File: src/rtl/shift_pkg.sv
// Shared encodings for the shift engine: controller states and shift modes.
package shift_pkg;

  typedef enum logic [1:0] {
    IDLE  = 2'b00,
    SHIFT = 2'b01,
    DONE  = 2'b10
  } state_t;

  // 2'b11 is reserved and falls through to logical behaviour.
  localparam logic [1:0] MODE_LOGIC = 2'b00;
  localparam logic [1:0] MODE_ROT   = 2'b01;
  localparam logic [1:0] MODE_ARITH = 2'b10;

endpackage

File: src/rtl/shift_step.sv
// One combinational shift step: current register, direction and mode give the next register.
module shift_step
  import shift_pkg::*;
#(
  parameter int WIDTH = 8,
  parameter int LANES = 1
) (
  input  logic [WIDTH-1:0] q,
  input  logic             dir,
  input  logic [1:0]       mode,
  input  logic [LANES-1:0] sin,
  output logic [WIDTH-1:0] next_q
);

  always_comb begin
    next_q = q;
    if (!dir) begin
      case (mode)
        MODE_ROT:   next_q = {q[LANES-1:0], q[WIDTH-1:LANES]};
        MODE_ARITH: next_q = {{LANES{q[WIDTH-1]}}, q[WIDTH-1:LANES]};
        default:    next_q = {sin, q[WIDTH-1:LANES]};
      endcase
    end else begin
      case (mode)
        MODE_ROT:   next_q = {q[WIDTH-LANES-1:0], q[WIDTH-1:WIDTH-LANES]};
        // Arithmetic left has no sign to preserve, so it zero-fills.
        MODE_ARITH: next_q = {q[WIDTH-LANES-1:0], {LANES{1'b0}}};
        default:    next_q = {q[WIDTH-LANES-1:0], sin};
      endcase
    end
  end

endmodule

File: src/rtl/shift_engine.sv
// Parallel-load shift engine: takes a word, shifts it STEPS times under en, then offers the result.
module shift_engine
  import shift_pkg::*;
#(
  parameter int WIDTH = 8,
  parameter int LANES = 1
) (
  input  logic             clk,
  input  logic             rst_n,
  input  logic             load_valid,
  output logic             load_ready,
  input  logic [WIDTH-1:0] load_data,
  input  logic             dir,
  input  logic [1:0]       mode,
  input  logic             en,
  input  logic [LANES-1:0] sin,
  output logic [LANES-1:0] sout,
  output logic             sout_valid,
  output logic             cap_valid,
  input  logic             cap_ready,
  output logic [WIDTH-1:0] cap_data
);

  localparam int STEPS = WIDTH / LANES;
  localparam int CW    = $clog2(STEPS + 1);

  state_t           state;
  logic [WIDTH-1:0] q;
  logic [WIDTH-1:0] next_q;
  logic [CW-1:0]    cnt;
  logic             dir_q;
  logic [1:0]       mode_q;

  shift_step #(
    .WIDTH(WIDTH),
    .LANES(LANES)
  ) u_step (
    .q      (q),
    .dir    (dir_q),
    .mode   (mode_q),
    .sin    (sin),
    .next_q (next_q)
  );

  always_ff @(posedge clk or negedge rst_n) begin
    if (!rst_n) begin
      state  <= IDLE;
      q      <= '0;
      cnt    <= '0;
      dir_q  <= 1'b0;
      mode_q <= MODE_LOGIC;
    end else begin
      case (state)
        IDLE: begin
          if (load_valid) begin
            q      <= load_data;
            dir_q  <= dir;
            mode_q <= mode;
            cnt    <= CW'(STEPS);
            state  <= SHIFT;
          end
        end
        SHIFT: begin
          // The zero guard keeps the counter from wrapping even if state and count disagree.
          if (en && cnt != '0) begin
            q   <= next_q;
            cnt <= cnt - CW'(1);
            if (cnt == CW'(1)) state <= DONE;
          end
        end
        DONE: begin
          if (cap_ready) state <= IDLE;
        end
        default: state <= IDLE;
      endcase
    end
  end

  assign load_ready = (state == IDLE);
  assign sout_valid = (state == SHIFT);
  assign cap_valid  = (state == DONE);
  assign cap_data   = q;
  assign sout       = dir_q ? q[WIDTH-1:WIDTH-LANES] : q[LANES-1:0];

endmodule

File: config.mk
export PLATFORM = sky130hd
export DESIGN_NAME = shift_engine
export DESIGN_NICKNAME = d
export VERILOG_FILES = /design/src/rtl/shift_pkg.sv /design/src/rtl/shift_step.sv /design/src/rtl/shift_engine.sv
export SDC_FILE = /design/constraint.sdc
export NUM_CORES = 1
export LEC_CHECK = 0
export BUFFER_PORTS_ARGS = -buffer_cell sky130_fd_sc_hd__buf_2
export CAP_MARGIN = 10
export CORE_MARGIN = 1.5
export CORE_UTILIZATION = 30
export DETAILED_ROUTE_END_ITERATION = 8
export HOLD_SLACK_MARGIN = 0.03
export RECOVER_POWER = 100
export SLEW_MARGIN = 20
export SYNTH_ARGS = -nofsm -noshare
export SYNTH_HDL_FRONTEND = slang
export SYNTH_SLANG_ARGS = --single-unit
File: constraint.sdc
create_clock -name clk -period 3.61 [get_ports clk]
set_input_delay 0.361 -clock clk [delete_from_list [all_inputs] [get_ports clk]]
set_output_delay 0.361 -clock clk [all_outputs]
set_load 0.05 [all_outputs]
==> results list, run 1 <==
- The flow ran to the end, and the final reports show no timing, DRC or antenna violations.
- The hold violation total from the final report was 0.
- Largest net degree at the start of global routing: 25
- Detailed routing inserted a total of 858 vias.
* Crit path launch type: register
- Number of H-tree levels: 1
- Port buffering added 28 buffers.
* Ys async rst share: 100%
- Post-Layout Inst Area: 1210 um^2
- Synthesis produced a netlist with a net count of 120.
- Global routing consumed, on the met1 layer, 15.8% of the routing resources.
- Yosys printed 0 warnings.
- TritonCTS built the clock tree.
- Path category of the worst min-delay check: in2reg
- STA classifies the critical path endpoint as an output pin.
- Register area share after synthesis: between 40% and 50%
* Antenna Violating Nets Remaining: 0
* Worst EP arrival: between 1500 and 2000 ps
- After clock tree synthesis, the flow added hold-fix buffers numbering 1.
- Distinct cells, synth: 30
- The total overflow left after global routing is 0.
- Each instance of the synthesized netlist takes up on average about 11 um^2.
* Placed cell area: 1220 um^2
- Derived from the worst setup path, the maximum achievable clock frequency is 0.432 GHz.
- Initial antenna violation count: 0
- In this run the tightest slew margin relative to its limit is between 30% and 40%.
- Chip Height: 62.2 um
- Leading cell type in the layout, fill and taps excluded: dfrtp_1
* Mapped Cells: 99
- In this run the static leakage power is 0.525 nW.
* Via-per-instance ratio: 4.93
- The library cells used most frequently in the layout, excluding fill and tap cells, are dfrtp_1, buf_2, clkbuf_1.
* PD cells: 1010 nW/um^2
- Die footprint: 3860 um^2
- Inserted Diodes: 0
- Dividing the final minimum period by the clock period gives 64.1%.
- The floorplan step set the die width to 62.2 um.
- Setup repair after global routing left no endpoint under its margin.
- Maximum fanout along the worst path: 24
- The floorplan has 21 rows.
* Final critical delay including setup and external delays: 2310 ps
* Routed wire length: 2.29 mm
- Worst ir drop on vdd: 0.205 mV
- After detailed routing, the number of remaining DRC violations is 0.
- Iteration count of the initial detailed-routing pass: 4
* Maximum clock path buffer count: 2
- In this run, CTS created clock tree buffers numbering 3.
- Setup violations remaining at the end of the flow were counted as 0.
- The critical path in this run is classified as reg2out.
- Global-route met2 utilization: 21.3%
- At the pin with the least slew margin, the transition time is 927 ps.
- Total setup buffers inserted after CTS: 0
- In this run, synthesis produced a sequential element count of 17.
* Final Slew Violations: 0
- In this run the clock root is driven by a clkbuf_4.
- For this configuration, the core starts out at a cell density of 31.5%.
* Total negative setup slack: 0 ps
- Core box area: 3340 um^2
- Area Growth Syn to Fin: 15.6%
- The clock arrives with 4.90 ps of skew.
- Routability-driven placement congestion ratio: roughly 0.85
- In this run, the number of DRC markers left after iteration 0 of detailed routing was 33.
- At the worst endpoint, the required time is approximately 3300 ps.
- IO Pins: 29
* Predominant post-synthesis flop cell: dfrtp_1
- Via count of the first global-routing pass: 845
* Global-route met3 utilization: 1.63%
- Clk_lat worst skew: ~290 ps
- For this run, the total global-route usage over all layers was measured as between 10% and 20%.
- The first global-routing pass estimated 3.90 mm of wire.
- Final-stage net count: 150
* CTS clk-pin slew, worst paths: 90 ps
- The tree built by TritonCTS fans out to 17 sinks.
- Total power of the final layout: 1.22 mW
* WL per Instance: 13.2 um
* Layout cell share with drive strength beyond 1: 18.8%
* Cells resized by post-CTS repair: 0
- Max-cap violations in this run came to 0.
- Post-Synthesis Cell Area: 1050 um^2
- Number of synthesized flops with an enable pin: 0
* DP HPWL: 1.76 mm
* Gr busiest metal: met2
==> path summary, 6_finish.rpt <==
check	start	end	slack [ps]	cells after the start
min	cap_ready	state[1]	260	2
max reg2reg	state[0]	cap_data[5]	1550	3
min in group asynchronous	rst_n	cap_data[7]	710	2
max in group asynchronous	rst_n	cnt[3]	2330	2
min reg2reg	cap_data[3]	cap_data[3]	560	1
max	state[0]	sout_valid	1300	3
==> report_power, final <==
group          internal (mW)  switching, mW  leakage (nW)
logic                  0.265          0.441         0.311
registers              0.282          0.136         0.199
clock network         0.0430         0.0581        0.0150
==> final cells by class <==
class / instances / area (um^2)
Clock buffer: 4 / 26.3
Inverter: 8 / 30.0
Fill cell: 375 / 2120
Tap cell: 46 / 57.6
Multi-Input combinational cell: 70 / 541
Sequential cell: 17 / 425
Timing Repair Buffer: 29 / 134
==> kinds of logic (layout without fill, tap and decap cells) <==
kind of cell	Yosys count	in the layout	share of synthesized area, %
multiplexers	20	20	22.5
buffers and inverters	12	41	5.36
flip-flops	17	17	40.5
adder cells (fa/ha/maj)	4	4	4.77
AO/OA/AOI/OAI	20	20	13.6
AND/OR/NAND/NOR	26	26	13.2
==> through the flow <==
| step | setup WS [ps] | hold WS (ps) | utilization [%] | instances |
|---|---|---|---|---|
| after floorplan | 1770 | 65.4 | - | 99 |
| after global placement | 1800 | 306 | 36.6 | 169 |
| after detailed placement | 1760 | 308 | 36.6 | 169 |
| after CTS | 1490 | 258 | 37.7 | 174 |
| after global routing | 1090 | 261 | 36.4 | 174 |
| final | 1300 | 263 | 36.4 | 174 |
==> state kept, by name, indices dropped and copies added, names as in the netlist <==
signal / flops
state: 2
mode_q: 2
dir_q: 1
cnt: 4
cap_data: 8
==> worst max-delay path, cell delays in order, from the launching register on <==
cell and delay (ps):
dfrtp_1 810, nand2b_1 240, inv_1 130, clkbuf_1 480
==> routing by layer <==
metal  share of wire, %  routed length, um
met5                  0                  0
met4               0.74                 17
met3                2.2                 51
met2                 50               1140
met1                 47               1080
==> cell usage after synthesis, drive strengths merged, types with 2 or more instances <==
library cell	n	area [um^2]
mux2i	9	90.1
nand3b	3	22.5
ha	4	50.1
inv	8	30.0
buf	4	26.3
a41oi	2	17.5
nor2	12	45.0
nand2	4	15.0
a31oi	2	12.5
mux2	11	146
a21oi	7	35.0
dfrtp	17	425
(Power assumes the default switching activity.)
==> run 2: changes to the inputs <==
--- a/config.mk
+++ b/config.mk
@@ -5,6 +5,7 @@
 export SDC_FILE = /design/constraint.sdc
 export NUM_CORES = 1
 export LEC_CHECK = 0
+export ABC_AREA = 1
 export BUFFER_PORTS_ARGS = -buffer_cell sky130_fd_sc_hd__buf_2
 export CAP_MARGIN = 10
 export CORE_MARGIN = 1.5
==> constraint.sdc (replaced) <==
create_clock -name clk -period 2 [get_ports clk]
set_input_delay 0.2 -clock clk [delete_from_list [all_inputs] [get_ports clk]]
set_output_delay 0.2 -clock clk [all_outputs]
set_load 0.05 [all_outputs]
==> run 2 against run 1 <==
Net effect: die area rose by 9.5%; non-clock buffer count did not move; sequential cell count did not move; setup slack got worse by 1000 ps; critical endpoint unchanged; largest power group unchanged; highest routed layer unchanged.
==> results list, run 2 <==
- CTS Hold Buffers Added: 1 (unchanged)
* Grt total ovfl: 0 (unchanged)
* Leading cell type by number of instances after synthesis: nand2_1
- Chip Height: 65.0 um (+4.6%)
- CTS clk-pin slew, worst paths: 70 ps (-20 ps)
- Cell-internal power: 1.07 mW (+82%)
- Layout cell share with drive strength beyond 1: 15.5% (-3.2 points)
- Initial standard-cell utilization of the core: 31.3% (-0.15 points)
* Switching Share: 57.6% (+5.8 points)
- All-layer global routing usage: 13.8% (+1.3 points)
- Setup repair after global routing left no endpoint under its margin.
- Top cells by count, synth: nand2_1, dfrtp_1, inv_1, nand3_1, nor2_1
- The final weighted congestion in routability-driven placement is 0.765 (-9.8%).
- The library cells used most frequently in the layout, excluding fill and tap cells, are nand2_1, dfrtp_1, inv_1, nand3_1, buf_2.
- The number of failing setup endpoints in the final timing report is 0 (unchanged).
- Synth Register Bits: 17 (unchanged)
- Maximum capacitance violations: 0 (unchanged)
* Status: finished clean
- The DRC marker count from the first detailed-route iteration is 36 (+9.1%).
- The number of pins exceeding their max-slew limit in the final report came to 0 (unchanged).
* Vias after detailed routing: 1064 (+24%)
- Path category of the worst min-delay check: in2reg
- Final critical delay including setup and external delays: 1740 ps
- The number of buffers added for setup after CTS came to 0 (unchanged).
- IO Pins: 29 (unchanged)
* Ys async rst share: 100% (unchanged)
- TritonCTS built the clock tree.
- The maximum clock insertion buffer count is 2 (unchanged).
- The count of distinct cell types in the synthesized netlist was 23 (-23%).
- The number of remaining DRC errors was 0 (unchanged).
- The combinational fraction of design power came to 62.1% (+4.5 points).
- WL per Instance: 11.1 um (-16%)
- Post-Synthesis Cell Area: 1150 um^2 (+10%)
- The critical path is of the reg2out type.
- The floorplan die width was 65.0 um (+4.6%).
- Non-filler cells in the finished layout: 241 (+39%)
* Antenna Violating Nets Remaining: 0 (unchanged)
- The insertion delay of the later-clocked pin in the worst-skew pair came to 260 ps (-30 ps).
* PD cells: 1880 nW/um^2 (+86%)
- On the critical path, the stage with the largest delay is an instance of clkbuf_1.
- The number of vias per cell after detailed routing was 4.41 (-10%).
- The sequential fraction of the synthesis area is 36.8% (-3.7 points).
* Number of H-tree levels: 1 (unchanged)
- The sink count of the clock tree came to 17 (unchanged).
* Net switching power: 1.46 mW (+130%)
* Part of the total power dissipated in the clock network: 10.4% (+2.1 points)
- The post-place instance area came to 1320 um^2 (+7.8%).
* Initial antenna violation count: 0 (unchanged)
- CTS placed an instance of clkbuf_8 at the clock tree root.
- The library cell used most frequently in the layout, excluding fill and tap cells, is nand2_1.
- The data required time at the worst endpoint was 1800 ps (-1450 ps).
- The total of cells resized after clock tree synthesis is 0 (unchanged).
- Fraction of the cycle the final worst path needs: 86.8%
- Setup crit end kind: output pin
- The wire length of the first global-routing pass is 4.43 mm (+14%).
- Cell row count: 22 (+4.8%)
* Count of input and output buffers: 28 (unchanged)
- Share of the synthesized area in the top cell type: 36.8% (-3.7 points)
- The placeable core region came to 3690 um^2 (+11%).
- Worst-path cell chain: nor2_8 > clkbuf_1
- The placed wire-length estimate after detailed placement is 1.99 mm (+13%).
* Worst EP arrival: 1540 ps (-410 ps)
- Standby leakage power: 0.728 nW (+39%)
- The final design instance area without fill came to 1350 um^2 (+11%).
- Mean Syn Cell Area: 7.00 um^2 (-34%)
- The overall die area was 4230 um^2 (+9.5%).
- Top cells by area in the synthesized netlist: dfrtp_1, nand2_1, nand3_1, inv_1, nor2_1
* Count of synthesis-stage warnings from yosys: 0 (unchanged)
- Worst Tran Pin Value: 948 ps (+21.0 ps)
- The highest ir drop seen on vdd was 0.805 mV (+290%).
* Maximum clock rate: 0.576 GHz
* Predominant post-synthesis flop cell: dfrtp_1
- The fraction of power consumed by sequential logic is 27.5% (-6.6 points).
- Crit path launch type: register
- The synthesized instance count was 165 (+67%).
* Largest net degree at the start of global routing: 18 (-28%)
* Iteration count of the initial detailed-routing pass: 4 (unchanged)
- Final-stage net count: 215 (+43%)
- Area Growth Syn to Fin: 16.6%
* Setup skew after layout: 3.25 ps (-1.65 ps)
- The final sum of negative setup slack was 0 ps (unchanged).
- The stage delay of the slowest cell on the critical path is 520 ps (-290 ps).
- The end-of-flow core utilization came to 36.5% (+0.13 points).
* Cell accounting for the most synthesized area: dfrtp_1
* Cell count after placement: 236 (+40%)
- The remaining max-slew budget at the tightest pin was 36.8% (-1.4 points).
- The antenna diode count came to 0 (unchanged).
- The largest driver fanout on the critical path came to 17 (-29%).
- The hold violation total from the final report came to 0 (unchanged).
- The total CTS buffers was 3 (unchanged).
* Number of synthesized flops with an enable pin: 0 (unchanged)
- The flip-flop count of the largest register, all copies and words added came to 8 (unchanged).
- Net count after synthesis: 186 (+55%)
- Via count of the first global-routing pass: 1007 (+19%)
- The total wire length is 2.67 mm (+17%).
==> run 2: cell count changes in the layout (fill, tap and decap cells not counted), sizes merged, moves of 2 or more <==
cell	delta
mux2i	-9
or2	+3
inv	+11
nand3b	-3
o211ai	+4
nor2	+5
a41oi	-2
mux2	-11
nand2	+62
o21ai	+4
nand3	+17
==> run 2: logic make-up (layout without fill, tap and decap cells) <==
family                     Yosys count  count (layout)  share of synthesized area, %
AOI/OAI and AO/OA                   16              16                          7.91
adders and majority gates            4               4                          4.33
and+or+nand+nor                    104             104                          41.4
DFF                                 17              17                          36.8
buffers and inverters               24              52                          9.53
==> run 2: layout make-up <==
class                   count  area [um^2]
well taps                  48         60.1
flip-flops and latches     17          425
multi-input cells         124          609
fillers                   422         2340
clock buffers               4         45.0
inverters                  19         71.3
repair buffers             29          135
==> run 2: metal layers <==
| layer | wire (um) | vias up | track usage [%] |
|---|---|---|---|
| met5 | 0 | - | 0 |
| met4 | 55 | 0 | 7.81 |
| met3 | 88 | 5 | 2.95 |
| met2 | 1100 | 22 | 21.4 |
| met1 | 1420 | 464 | 17.8 |
| li1 | - | 573 | - |
==> run 2: critical path, delay by kind of cell (launching register included) <==
| kind | cells | cell delay, ps |
|---|---|---|
| flip-flops | 1 | 480 |
| buffers and inverters | 1 | 520 |
| AND/OR/NAND/NOR | 1 | 280 |
==> run 2: power groups by stage <==
stage | clock network (mW) | logic [mW] | registers (mW)
finish | 0.264 | 1.57 | 0.696
global route | 0.290 | 1.77 | 0.726
CTS | 0.275 | 1.65 | 0.698
detailed placement | 0 | 1.64 | 0.703
global placement | 0 | 1.63 | 0.708
floorplan | 0 | 1.13 | 0.900
==> run 2: final timing paths <==
path / startpoint / end / slack (ps) / cells after the start
setup / recovery: state[1] / sout_valid / 260 / 2
hold / removal: mode[1] / mode_q[1] / 180 / 3
setup reg to reg: cnt[0] / cap_data[6] / 390 / 8
hold reg to reg: cnt[1] / cnt[1] / 480 / 2
max in group asynchronous: rst_n / cap_data[2] / 820 / 2
min in group asynchronous: rst_n / state[1] / 600 / 2
==> run 2: metrics by stage <==
step	total power [mW]	hold slack [ps]	setup slack (ps)
2_1_floorplan	2.03	-95.6	325
3_3_place_gp	2.34	151	585
3_5_place_dp	2.34	153	580
4_1_cts	2.62	181	442
5_1_grt	2.79	207	210
6_report	2.53	181	264
==> run 3: changes to the inputs <==
--- a/config.mk
+++ b/config.mk
@@ -12,6 +12,7 @@
 export CORE_UTILIZATION = 30
 export DETAILED_ROUTE_END_ITERATION = 8
 export HOLD_SLACK_MARGIN = 0.03
+export PLACE_DENSITY_LB_ADDON = 0.1
 export RECOVER_POWER = 100
 export SLEW_MARGIN = 20
 export SYNTH_ARGS = -nofsm -noshare
==> run 3 against run 2 <==
Net effect: clock skew rose by 1.0 ps; clock power about the same; wire length is 8.8% higher; final cell count unchanged; fmax grew 1.3%; first-iteration DRC count decreased by 5.6%; critical path depth did not move; sequential cell count unchanged; setup slack improved by 22 ps; core utilization fell by 0.10 points; sequential power about the same; via count grew 4.4%; critical path type unchanged.
==> results list, run 3 (same netlist as run 2, synthesis figures left out) <==
- The antenna diode count was 0 (unchanged).
* Chip Height: 65.0 um (unchanged)
- Final setup violation count: 0 (unchanged)
* Total negative setup slack: 0 ps (unchanged)
- Share of total power in combinational logic: 62.5% (+0.4 points)
- Post-Layout Inst Area: 1340 um^2 (-0.28%)
- Maximum clock path buffer count: 2 (unchanged)
- The number of nets with antenna violations after routing was 0 (unchanged).
- Status: finished clean
* Crit path launch type: register
- Clock Sinks: 17 (unchanged)
* Worst-path cell chain: nor2_8 > clkbuf_1
- Standby leakage power: 0.731 nW (+0.39%)
* Cell-internal power: 1.08 mW (+0.37%)
- The total wire length was 2.91 mm (+8.8%).
- On the critical path the largest part of the delay comes from buffers and inverters.
- The number of buffers inserted by port buffering is 28 (unchanged).
* Core box area: 3690 um^2 (unchanged)
* Final critical delay including setup and external delays: 1710 ps (-22.1 ps)
- Net switching power: 1.49 mW (+2.2%)
* Part of the total power dissipated in the clock network: 10.4% (about the same)
* Largest net degree at the start of global routing: 18 (unchanged)
- The min-delay analysis places its worst path in the category in2reg.
* Layout cell share with drive strength beyond 1: 16.1% (+0.52 points)
- Relative to the synthesized area, the layout overhead comes to 16.3%.
- The detailed-route wire length per cell came to 12.1 um (+8.8%).
- Root Driver: clkbuf_8
* CTS clk-pin slew, worst paths: 70 ps (about the same)
* DRC errors left: 0 (unchanged)
- Grt total ovfl: 0 (unchanged)
* PD cells: 1910 nW/um^2 (+1.7%)
* Sequential cell fraction of total power: 27.2% (-0.3 points)
* Worst setup startpoint: state[1]
- The length in cells of the worst reg-to-reg path was 8 (unchanged).
* Setup skew after layout: 4.25 ps (+0.998 ps)
- Setup crit end kind: output pin
- The most critical setup path has its endpoint at sout_valid.
* Number of gates on the worst path with buffers counted: 2 (unchanged)
- The floorplan die width was 65.0 um (unchanged).
- Via count of the first global-routing pass: 1114 (+11%)
- The insertion delay of the later-clocked pin in the worst-skew pair was 250 ps (about the same).
- Initial antenna violation count: 0 (unchanged)
- The slowest stage of the critical path is the clkbuf_1 cell.
- Maximum fanout along the worst path: 17 (unchanged)
- The worst setup path is of the reg2out kind.
- Worst slack, placed: 536 ps (-44.4 ps)
* Count of final hold-check violations: 0 (unchanged)
- Worst relative slew slack: 31.6% (-5.2 points)
* Number of DRC violations after detailed-routing iteration 0: 34 (-5.6%)
* Beginning of the worst register-to-register path: cnt[0]
- The total CTS buffers is 3 (unchanged).
* Initial standard-cell utilization of the core: 31.3% (unchanged)
* Worst ir drop on vdd: 0.759 mV (-5.8%)
* Vias after detailed routing: 1111 (+4.4%)
* Maximum capacitance violations: 0 (unchanged)
- Final-stage net count: 215 (unchanged)
* Worst EP arrival: 1510 ps (-30 ps)
* Maximum clock rate: 0.583 GHz (+1.3%)
- Setup repair after global routing left no endpoint under its margin.
- The number of rows created at floorplan came to 22 (unchanged).
- Cell count after placement: 236 (unchanged)
* Final Util: 36.4% (-0.10 points)
* R2R setup slack: 490 ps (+100 ps)
- The number of iterations in the first detailed-routing pass came to 4 (unchanged).
- The wire length of the first global-routing pass was 4.99 mm (+13%).
- RR Endpoint: cap_data[6]
- Number of buffers and inverters on the critical path: 1 (unchanged)
- The overall die area was 4230 um^2 (unchanged).
- Fraction of the cycle the final worst path needs: 85.7% (-1.1 points)
- IO Pins: 29 (unchanged)
- The post-layout worst setup margin was 286 ps (+22.1 ps).
* DP HPWL: 2.20 mm (+10%)
- The number of pins exceeding their max-slew limit in the final report was 0 (unchanged).
- All-layer global routing usage: 15.3% (+1.5 points)
- TritonCTS built the clock tree.
- The final weighted congestion in routability-driven placement is 0.762 (-0.37%).
* Via-per-instance ratio: 4.61 (+4.4%)
- The number of buffers added for setup after CTS is 0 (unchanged).
* Top library cells by usage in the layout, fill and taps aside: nand2_1, nand3_1, dfrtp_1
- Total of fill cells in the finished design: 441 (+4.5%)
- Placed cell area: 1320 um^2 (unchanged)
- Worst Tran Pin Value: 1030 ps (+77.8 ps)
- Non-filler cells in the finished layout: 241 (unchanged)
- Leaving out fill and tap cells, the most frequent cell in the layout is nand2_1.
- Number of H-tree levels: 1 (unchanged)
- Switching Share: 58.0% (+0.44 points)
- Required arrival time at the worst endpoint: 1800 ps (about the same)
- Flip-flop count of the largest register after layout: 8 (unchanged)
- Maximum single-stage delay on the critical path: 500 ps (-20 ps)
run 3: changes by cell type in the layout (fill, tap and decap cells not counted):
cell | before | now
nand3_4 | 1 | 0
nand3_1 | 16 | 17
clkbuf_1 | 13 | 12
nand2_4 | 1 | 2
nand2_1 | 64 | 63
clkinv_2 | 0 | 1
run 3: repair_timing:
action / in CTS / in global routing
hold buffers: 1 / 0
endpoints found under the hold margin: 17 / 0
resized for setup: 0 / 0
run 3: final cells by class:
| class | instances | area [um^2] | area share (%) |
|---|---|---|---|
| clock inverters | 1 | 5.00 | 0.373 |
| clock buffers | 3 | 41.3 | 3.08 |
| flip-flops and latches | 17 | 425 | 31.7 |
| inverters | 19 | 71.3 | 5.31 |
| repair buffers | 29 | 135 | 10.1 |
| well taps | 48 | 60.1 | 4.47 |
| multi-input cells | 124 | 604 | 45.0 |
run 3: layer usage:
| layer | vias to the layer above | track usage (%) | routed length (um) |
|---|---|---|---|
| met5 | - | 0 | 0 |
| met4 | 0 | 4.95 | 21 |
| met3 | 2 | 2.43 | 144 |
| met2 | 23 | 25.5 | 1390 |
| met1 | 515 | 20.2 | 1350 |
| li1 | 571 | - | - |
run 3: stage by stage:
step	hold slack, ps	total power, mW
finish	194	2.57
global route	226	2.83
CTS	187	2.65
detailed placement	164	2.37
global placement	163	2.35
floorplan	-95.6	2.03
run 3: worst reg2reg max path, delay by kind of cell (launching register included):
kind	cells	cell delay (ps)
fa+ha+maj	1	240
flops	1	380
simple gates	6	700
buf+inv	1	100
run 3: worst min-delay path by stage:
stage / end / slack, ps / cells past startpoint / startpoint
finish: state[1] / 190 / 4 / cap_ready
global route: dir_q / 230 / 3 / dir
CTS: state[1] / 190 / 4 / cap_ready
detailed placement: state[0] / 160 / 1 / rst_n
global placement: state[1] / 160 / 1 / rst_n
floorplan: cap_data[0] / -100 / 0 / rst_n
run 3: power groups by stage:
stage	combinational (mW)	clock [mW]	sequential, mW
after floorplan	1.13	0	0.900
after global placement	1.65	0	0.705
after detailed placement	1.67	0	0.706
after CTS	1.67	0.280	0.700
after global routing	1.81	0.295	0.730
final	1.60	0.266	0.697
